$ cat src/rtl/jtag_tap_controller.sv
// -----------------------------------------------------------------------------
// jtag_tap_controller
//
// 1149.1-style Test Access Port: 16-state TAP FSM on tms, instruction register,
// IDCODE / BYPASS data registers and the strobes that drive an external
// boundary-scan (bsr) chain. It also raises a debug reset request for the core.
//
// Ports
//   tck          JTAG clock; every register updates on the rising edge
//   trst         synchronous active-high reset (takes priority over tms)
//   tms          TAP mode select
//   tdi          serial data in
//   tdo          serial data out (decoded from registered state)
//   tdo_en       high while in Shift-IR or Shift-DR
//   bsr_tdi      head of the boundary-scan chain (straight from tdi)
//   bsr_tdo      tail of the boundary-scan chain
//   bsr_capture  bsr capture strobe (Capture-DR with bsr selected)
//   bsr_shift    bsr shift enable  (Shift-DR with bsr selected)
//   bsr_update   bsr update strobe (Update-DR with bsr selected)
//   bsr_mode     1 while EXTEST is the active instruction
//   dm_reset     core reset request (DMRESET active and FSM in Run-Test/Idle)
//   tap_state    current TAP state encoding
//   ir           active instruction
// -----------------------------------------------------------------------------
module jtag_tap_controller #(
  parameter int unsigned          IR_WIDTH      = 4,
  // bit 0 of the device ID must be 1
  parameter logic [31:0]          IDCODE_VAL    = 32'h1000_0CFB,
  parameter logic [IR_WIDTH-1:0]  INSTR_EXTEST  = IR_WIDTH'(4'h0),
  parameter logic [IR_WIDTH-1:0]  INSTR_IDCODE  = IR_WIDTH'(4'h1),
  parameter logic [IR_WIDTH-1:0]  INSTR_SAMPLE  = IR_WIDTH'(4'h2),
  parameter logic [IR_WIDTH-1:0]  INSTR_DMRESET = IR_WIDTH'(4'h8)
) (
  input  logic                tck,
  input  logic                trst,
  input  logic                tms,
  input  logic                tdi,
  output logic                tdo,
  output logic                tdo_en,
  output logic                bsr_tdi,
  input  logic                bsr_tdo,
  output logic                bsr_capture,
  output logic                bsr_shift,
  output logic                bsr_update,
  output logic                bsr_mode,
  output logic                dm_reset,
  output logic [3:0]          tap_state,
  output logic [IR_WIDTH-1:0] ir
);

  typedef enum logic [3:0] {
    ST_TLR     = 4'hF,
    ST_RTI     = 4'hC,
    ST_SEL_DR  = 4'h7,
    ST_CAP_DR  = 4'h6,
    ST_SH_DR   = 4'h2,
    ST_EX1_DR  = 4'h1,
    ST_PAU_DR  = 4'h3,
    ST_EX2_DR  = 4'h0,
    ST_UPD_DR  = 4'h5,
    ST_SEL_IR  = 4'h4,
    ST_CAP_IR  = 4'hE,
    ST_SH_IR   = 4'hA,
    ST_EX1_IR  = 4'h9,
    ST_PAU_IR  = 4'hB,
    ST_EX2_IR  = 4'h8,
    ST_UPD_IR  = 4'hD
  } tap_state_e;

  tap_state_e          r_state;
  tap_state_e          w_next_state;

  logic [IR_WIDTH-1:0] r_ir;
  logic [IR_WIDTH-1:0] r_ir_shift;
  logic [31:0]         r_id_shift;
  logic                r_bypass;

  logic                w_sel_id;
  logic                w_sel_bsr;
  logic                w_sel_byp;

  // ---------------------------------------------------------------------------
  // TAP state register
  // ---------------------------------------------------------------------------
  always_ff @(posedge tck) begin
    if (trst) begin
      r_state <= ST_TLR;
    end else begin
      r_state <= w_next_state;
    end
  end

  // ---------------------------------------------------------------------------
  // TAP next-state graph
  // ---------------------------------------------------------------------------
  always_comb begin
    w_next_state = r_state;
    case (r_state)
      ST_TLR:    w_next_state = tms ? ST_TLR    : ST_RTI;
      ST_RTI:    w_next_state = tms ? ST_SEL_DR : ST_RTI;
      ST_SEL_DR: w_next_state = tms ? ST_SEL_IR : ST_CAP_DR;
      ST_CAP_DR: w_next_state = tms ? ST_EX1_DR : ST_SH_DR;
      ST_SH_DR:  w_next_state = tms ? ST_EX1_DR : ST_SH_DR;
      ST_EX1_DR: w_next_state = tms ? ST_UPD_DR : ST_PAU_DR;
      ST_PAU_DR: w_next_state = tms ? ST_EX2_DR : ST_PAU_DR;
      ST_EX2_DR: w_next_state = tms ? ST_UPD_DR : ST_SH_DR;
      ST_UPD_DR: w_next_state = tms ? ST_SEL_DR : ST_RTI;
      ST_SEL_IR: w_next_state = tms ? ST_TLR    : ST_CAP_IR;
      ST_CAP_IR: w_next_state = tms ? ST_EX1_IR : ST_SH_IR;
      ST_SH_IR:  w_next_state = tms ? ST_EX1_IR : ST_SH_IR;
      ST_EX1_IR: w_next_state = tms ? ST_UPD_IR : ST_PAU_IR;
      ST_PAU_IR: w_next_state = tms ? ST_EX2_IR : ST_PAU_IR;
      ST_EX2_IR: w_next_state = tms ? ST_UPD_IR : ST_SH_IR;
      ST_UPD_IR: w_next_state = tms ? ST_SEL_DR : ST_RTI;
      default:   w_next_state = ST_TLR;
    endcase
  end

  // ---------------------------------------------------------------------------
  // Data-register select from the active instruction.
  // IDCODE wins over the bsr codes; everything unrecognised falls to bypass.
  // ---------------------------------------------------------------------------
  always_comb begin
    w_sel_id  = (r_ir == INSTR_IDCODE);
    w_sel_bsr = !w_sel_id &&
                ((r_ir == INSTR_EXTEST) || (r_ir == INSTR_SAMPLE));
    w_sel_byp = !w_sel_id && !w_sel_bsr;
  end

  // ---------------------------------------------------------------------------
  // Instruction and internal data registers. All actions are keyed on the
  // state being occupied at the edge, so UpdIR's new ir is visible one edge
  // after the FSM enters UpdIR, and TLR re-forces IDCODE every cycle.
  // ---------------------------------------------------------------------------
  always_ff @(posedge tck) begin
    if (trst) begin
      r_ir       <= INSTR_IDCODE;
      r_ir_shift <= '0;
      r_id_shift <= '0;
      r_bypass   <= 1'b0;
    end else begin
      case (r_state)
        ST_TLR: begin
          r_ir <= INSTR_IDCODE;
        end
        ST_CAP_IR: begin
          r_ir_shift <= IR_WIDTH'(2'b01);
        end
        ST_SH_IR: begin
          r_ir_shift <= {tdi, r_ir_shift[IR_WIDTH-1:1]};
        end
        ST_UPD_IR: begin
          r_ir <= r_ir_shift;
        end
        ST_CAP_DR: begin
          r_id_shift <= IDCODE_VAL;
          r_bypass   <= 1'b0;
        end
        ST_SH_DR: begin
          if (w_sel_id) begin
            r_id_shift <= {tdi, r_id_shift[31:1]};
          end
          if (w_sel_byp) begin
            r_bypass <= tdi;
          end
        end
        default: begin
        end
      endcase
    end
  end

  // ---------------------------------------------------------------------------
  // Output decode (all from registered state, bsr_tdo passes through in ShDR)
  // ---------------------------------------------------------------------------
  always_comb begin
    tdo = 1'b0;
    if (r_state == ST_SH_IR) begin
      tdo = r_ir_shift[0];
    end else if (r_state == ST_SH_DR) begin
      if (w_sel_id) begin
        tdo = r_id_shift[0];
      end else if (w_sel_bsr) begin
        tdo = bsr_tdo;
      end else begin
        tdo = r_bypass;
      end
    end
  end

  always_comb begin
    tdo_en      = (r_state == ST_SH_IR) || (r_state == ST_SH_DR);
    bsr_tdi     = tdi;
    bsr_capture = (r_state == ST_CAP_DR) && w_sel_bsr;
    bsr_shift   = (r_state == ST_SH_DR)  && w_sel_bsr;
    bsr_update  = (r_state == ST_UPD_DR) && w_sel_bsr;
    bsr_mode    = (r_ir == INSTR_EXTEST);
    dm_reset    = (r_ir == INSTR_DMRESET) && (r_state == ST_RTI);
    tap_state   = r_state;
    ir          = r_ir;
  end

endmodule

$ cat config.mk
export PLATFORM = sky130hd
export DESIGN_NAME = jtag_tap_controller
export DESIGN_NICKNAME = d
export VERILOG_FILES = /design/src/rtl/jtag_tap_controller.sv
export SDC_FILE = /design/constraint.sdc
export NUM_CORES = 1
export LEC_CHECK = 0
export ABC_AREA = 1
export CORE_MARGIN = 5
export CORE_UTILIZATION = 56
export DETAILED_ROUTE_END_ITERATION = 8
export PLACE_DENSITY_LB_ADDON = 0.3
export SYNTH_ARGS = -nofsm -noshare
export SYNTH_HDL_FRONTEND = slang
export SYNTH_SLANG_ARGS = --single-unit
$ cat constraint.sdc
create_clock -name tck -period 1.7 [get_ports tck]
set_clock_uncertainty 0.05 [all_clocks]
set_input_delay 0.425 -clock tck [delete_from_list [all_inputs] [get_ports tck]]
set_output_delay 0.425 -clock tck [all_outputs]
set_load 0.005 [all_outputs]
# Word-level counts from Yosys, hierarchy flattened
# Cells that the tools add are included.
[op_classes]
n_eq_ne = 20
n_mux = 23
reduce_logical = 20
[ops]
columns = ["cell", "n"]
rows = [
  ["$pmux 32 s2", 1],
  ["$pmux 4 s12", 1],
  ["$eq 4x4->1 const B", 9],
  ["$mux 32", 1],
  ["$eq 4x3->1 const B", 4],
  ["$pmux 4 s2", 2],
  ["$eq 4x2->1 const B", 3],
  ["$mux 2", 6],
  ["$mux 3", 4],
  ["$eq 4x1->1 const B", 2],
  ["$logic_not 4->1", 2],
  ["$logic_and 1x1->1", 6],
  ["$mux 1", 6],
  ["$reduce_bool 2->1", 3],
  ["$mux 4", 1],
  ["$ne 2x2->1 const B", 2],
  ["$reduce_and 2->1", 2],
  ["$reduce_or 2->1", 2],
  ["$reduce_or 3->1", 1],
  ["$logic_not 1->1", 2],
  ["$logic_or 1x1->1", 2],
  ["$pmux 1 s2", 1],
]
[word_totals]
ff_bits = 45
input_bits = 5
output_inout_bits = 16
wordCells = 68

# Longest topological paths before layout
[depth]
ltp_word = 7
ltp_mapped = 9
ltp_nobuf = 8

# Worst setup path before layout
# No wires, ideal clock.
[synth_timing]
kind = "register -> output"
startpoint = "reg r_state[0] (netlist: tap_state[0])"
endpoint = "out tdo"
arrival_ns = 1.122
required_time_ns = 1.225
setup_slack_ns = 0.103
stages_incl_launch_ff = 9
n_path_buf = 1
cell_sequence = "dfxtp_1 -> buf_4 -> inv_2 -> nand2_2 -> nor2_2 -> inv_1 -> nor2_2 -> nand2_1 -> nand2_1"
[synth_via]
elab_chain_len = 3
word_cells_on_any_way = 4
cone_classes = "eq/ne (2); mux (2)"
[synth_rtl]
columns = ["element", "line", "source"]
rows = [
  ["start, declared", "70", "tap_state_e r_state;"],
  ["start signal, assigned", "89", "r_state <= w_next_state;"],
  ["$eq 4x2->1", "180", "end else if (r_state == ST_SH_DR) begin"],
  ["$mux 1", "180", ""],
  ["$mux 1 *", "178", "if (r_state == ST_SH_IR) begin"],
  ["end, declared", "38", "output logic tdo,"],
]
# Mark *: on every way between the ends. The rest lies on a longest branch, timed or not.

# Worst setup path after layout
[layout_timing]
startpoint = "reg r_state[3] (netlist: tap_state[3])"
endpoint = "out tdo"
# Same word-level chain as after synthesis.

==> run_results.csv <==
group,metric,value,unit
yosys,synthXorXnorAreaFrac,0,
cts,clockBufferDepth,2,
cells_and_area,fin_nets,355,
worst_setup_path,cp.depth,9,
pwr,power_leakage,0.00120,uW
drt,wl_per_cell,12.2,um
drt,drc,0,
yosys,synth_seq_cells,45,
worst_setup_path,path_class,"flop to primary output",
worst_setup_path,worst-r2r-cell-count,9,
yosys,yosys-top-cells-area,"dfxtp_1, nand2_1, nand3_1",
yosys,syn_avg_cell_area,7.13,um^2
floorplanning,core-area,3660,um^2
placement,place_ws,-0.369,ns
cts,cts_made_buffers,5,
drt,drtIter0Drc,140,
placement,gp_congestion,0.834,
sta,min_period,1.85,ns
grt,grt.total_usage,0.196,
min_path,whs_path_depth,2,
yosys,yosysSeqAreaShare,0.424,
worst_setup_path,crit_path_frequent_cell,"nand2_1",
yosys,async_flop_share,0,
pwr,p_per_area,1230,nW/um^2
floorplanning,rows,22,
worst_setup_path,worstPathMaxFanout,2,
placement,dp_hpwl,3.24,mm
sta,hold_viol_final,0,
placement,place_area,2550,um^2
min_path,worstHoldStart,"r_id_shift[21]",
yosys,syn_area,2120,um^2
floorplanning,dieHeight,71.6,um
floorplanning,ios,21,
drt,postRouteAntennaNets,0,
sta,worst_slew_pin_slew,0.418,ns
sta,period_share,1.09,
drt,viasPerCell,5.10,
sta,finalSetupViolCount,6,
worst_setup_path,crit_slowest_cell,"dfxtp_2",
yosys,ys_top_cells_by_count,"nand2_1, dfxtp_1, nand3_1",
sta,relSlewSlack,0.721,
cts,insertion_delay,0.30,ns
outcome,status,"finished with violations",
flow_run,max_cap_viol_count,0,
floorplanning,fp.dieArea,5120,um^2
worst_setup_path,rr_startpoint,"tap_state[3]",
yosys,yosys.area_share.simple,0.372,
worst_setup_path,startpoint_type,"flop",
cells_and_area,final_cell_area,2760,um^2
pwr,pwr-share-seq,0.372,
cts,root_buffer,"clkbuf_8",
cts,cts_max_level,2,
worst_setup_path,max_stage_delay,0.33,ns
min_path,min_path_type,"flop to flop",
pwr,switchingPower,1220,uW
cells_and_area,layout-drive-gt1-share,0.325,
sta,rsz0062_at_grt,"true",
sta,fmaxAchievable,539,MHz
worst_setup_path,path_cells,"buf_4 > inv_4 > buf_6 > nor2_4 > inv_2 > nor2_2 > nand2_1 > nand2_1 > buf_2",
placement,port-buffer-count,20,
grt,grt_pass1_wl,8.22,mm
worst_setup_path,path_delay_family,"buffers and inverters",
worst_setup_path,cp-end-kind,"primary output",
yosys,synth-edff-count,0,
yosys,synth_largest_area_cell,"dfxtp_1",
cells_and_area,nFillCells,301,
yosys,yosys_most_used_dff,"dfxtp_1",
cts,cts_tree,"done",
pwr,switching_share,0.360,
yosys,synth_mux_area_frac,0,
drt,routed_wirelength,4.88,mm
worst_setup_path,path_buf_inv,5,
cells_and_area,n_antenna_cell,0,
yosys,synth_most_common_cell,"nand2_1",
cells_and_area,area_delta_synth_final,30.0,%
grt,antenna_found_initial,0,
yosys,synth-compound-area-share,0.110,
sta,hold_slack,0.416,ns
worst_setup_path,cp.required,1.22,ns
cts,path_clk_slew,0.08,ns
drt,num_vias,2033,
floorplanning,start_util,0.580,
cts,cts_num_sinks,45,
worst_setup_path,critPathArrivalTime,1.38,ns
drt,dr.pass1.iters,5,
pwr,p_int,2160,uW
sta,finalMaxSlewViolations,0,
yosys,synth_top_area_frac,0.424,
outcome,failed_checks,"setup timing",
grt,grt_max_degree,35,
yosys,syn-num-nets,303,
yosys,synthDistinctLibCells,23,
pwr,clkPwrFrac,0.190,
sta,setup_ws,-0.154,ns
worst_setup_path,startpoint,"tap_state[3]",
grt,grt_pass1_vias,1908,
yosys,synth-adder-area-share,0,
floorplanning,die_x,71.6,um
grt,gr-total-overflow,0,
yosys,synth_cells,298,
yosys,yosysWarnings,0,
pwr,comb_power_share,0.438,
pwr,vdd_ir_drop_max,640,uV
yosys,synth_top_family_by_area,"simple AND/OR/NAND/NOR gates",
==> worst reg2reg max path, delay by kind of cell, from the launching register on <==
kind	cells	cell delay [ns]
AO/OA/AOI/OAI	1	0.15
AND/OR/NAND/NOR	4	0.56
flip-flops	1	0.33
buffers and inverters	4	0.43
==> per-layer routing <==
| metal | vias to the layer above | share of wire | global-route usage |
|---|---|---|---|
| li1 | 1051 | - | - |
| met1 | 929 | 0.43 | 0.239 |
| met2 | 43 | 0.50 | 0.338 |
| met3 | 10 | 0.051 | 0.0491 |
| met4 | 0 | 0.016 | 0.0605 |
| met5 | - | 0 | 0 |
==> logic make-up (layout without fill, tap and decap cells) <==
group	Yosys count	in the layout
DFF	45	45
AOI/OAI and AO/OA	38	38
and+or+nand+nor	172	172
buffers and inverters	43	96
==> final cells by class <==
cell class | instances | area [um^2] | share of cell area
multi-input cells | 210 | 1090 | 0.394
flip-flops and latches | 45 | 913 | 0.331
repair buffers | 60 | 505 | 0.183
inverters | 28 | 110 | 0.0399
clock buffers | 7 | 76.3 | 0.0277
well taps | 48 | 60.1 | 0.0218
clock inverters | 1 | 7.51 | 0.00272
==> final timing paths <==
path / slack [ns] / end
setup / recovery: -0.15 / tdo
hold / removal: 0.42 / r_id_shift[20]
setup reg to reg: 0.12 / r_id_shift[2]
hold reg to reg: 0.42 / r_id_shift[20]
==> per-stage QoR <==
stage / std cells / TNS, ns / total power (uW) / util
finish: 399 / -0.374 / 3380 / 0.754
global route: 399 / -0.844 / 3600 / 0.754
CTS: 393 / -0.342 / 3230 / 0.735
detailed placement: 382 / -1.04 / 2480 / 0.696
global placement: 382 / -0.943 / 2460 / 0.696
floorplan: 298 / 0 / 1930 / -
==> registers in the layout (all words and copies together), names as in the netlist <==
name	cells
r_id_shift	32
ir	4
r_ir_shift	4
tap_state	4
r_bypass	1
==> what timing repair did <==
| item | in CTS | in global routing |
|---|---|---|
| setup endpoints to repair | 15 | 9 |
| buffers inserted | 3 | 7 |
| hold buffers | 0 | 0 |
| resized for setup | 56 | 21 |
| pin swaps | 4 | 9 |
==> cell usage in the layout (no fill, tap or decap), drive strengths merged, types with 7 or more instances in the layout <==
cell / n
nor2: 42
buf: 47
nand2: 82
inv: 28
dfxtp: 45
nand3: 41
a21oi: 31
dlygate4sd2: 7
clkbuf: 7
==> power groups by stage <==
stage | sequential [uW] | clock, uW | combinational (uW)
after floorplan | 1260 | 0 | 665
after global placement | 1250 | 0 | 1210
after detailed placement | 1260 | 0 | 1220
after CTS | 1250 | 659 | 1320
after global routing | 1280 | 711 | 1610
final | 1260 | 642 | 1480
Power figures use the tool's default switching activity.
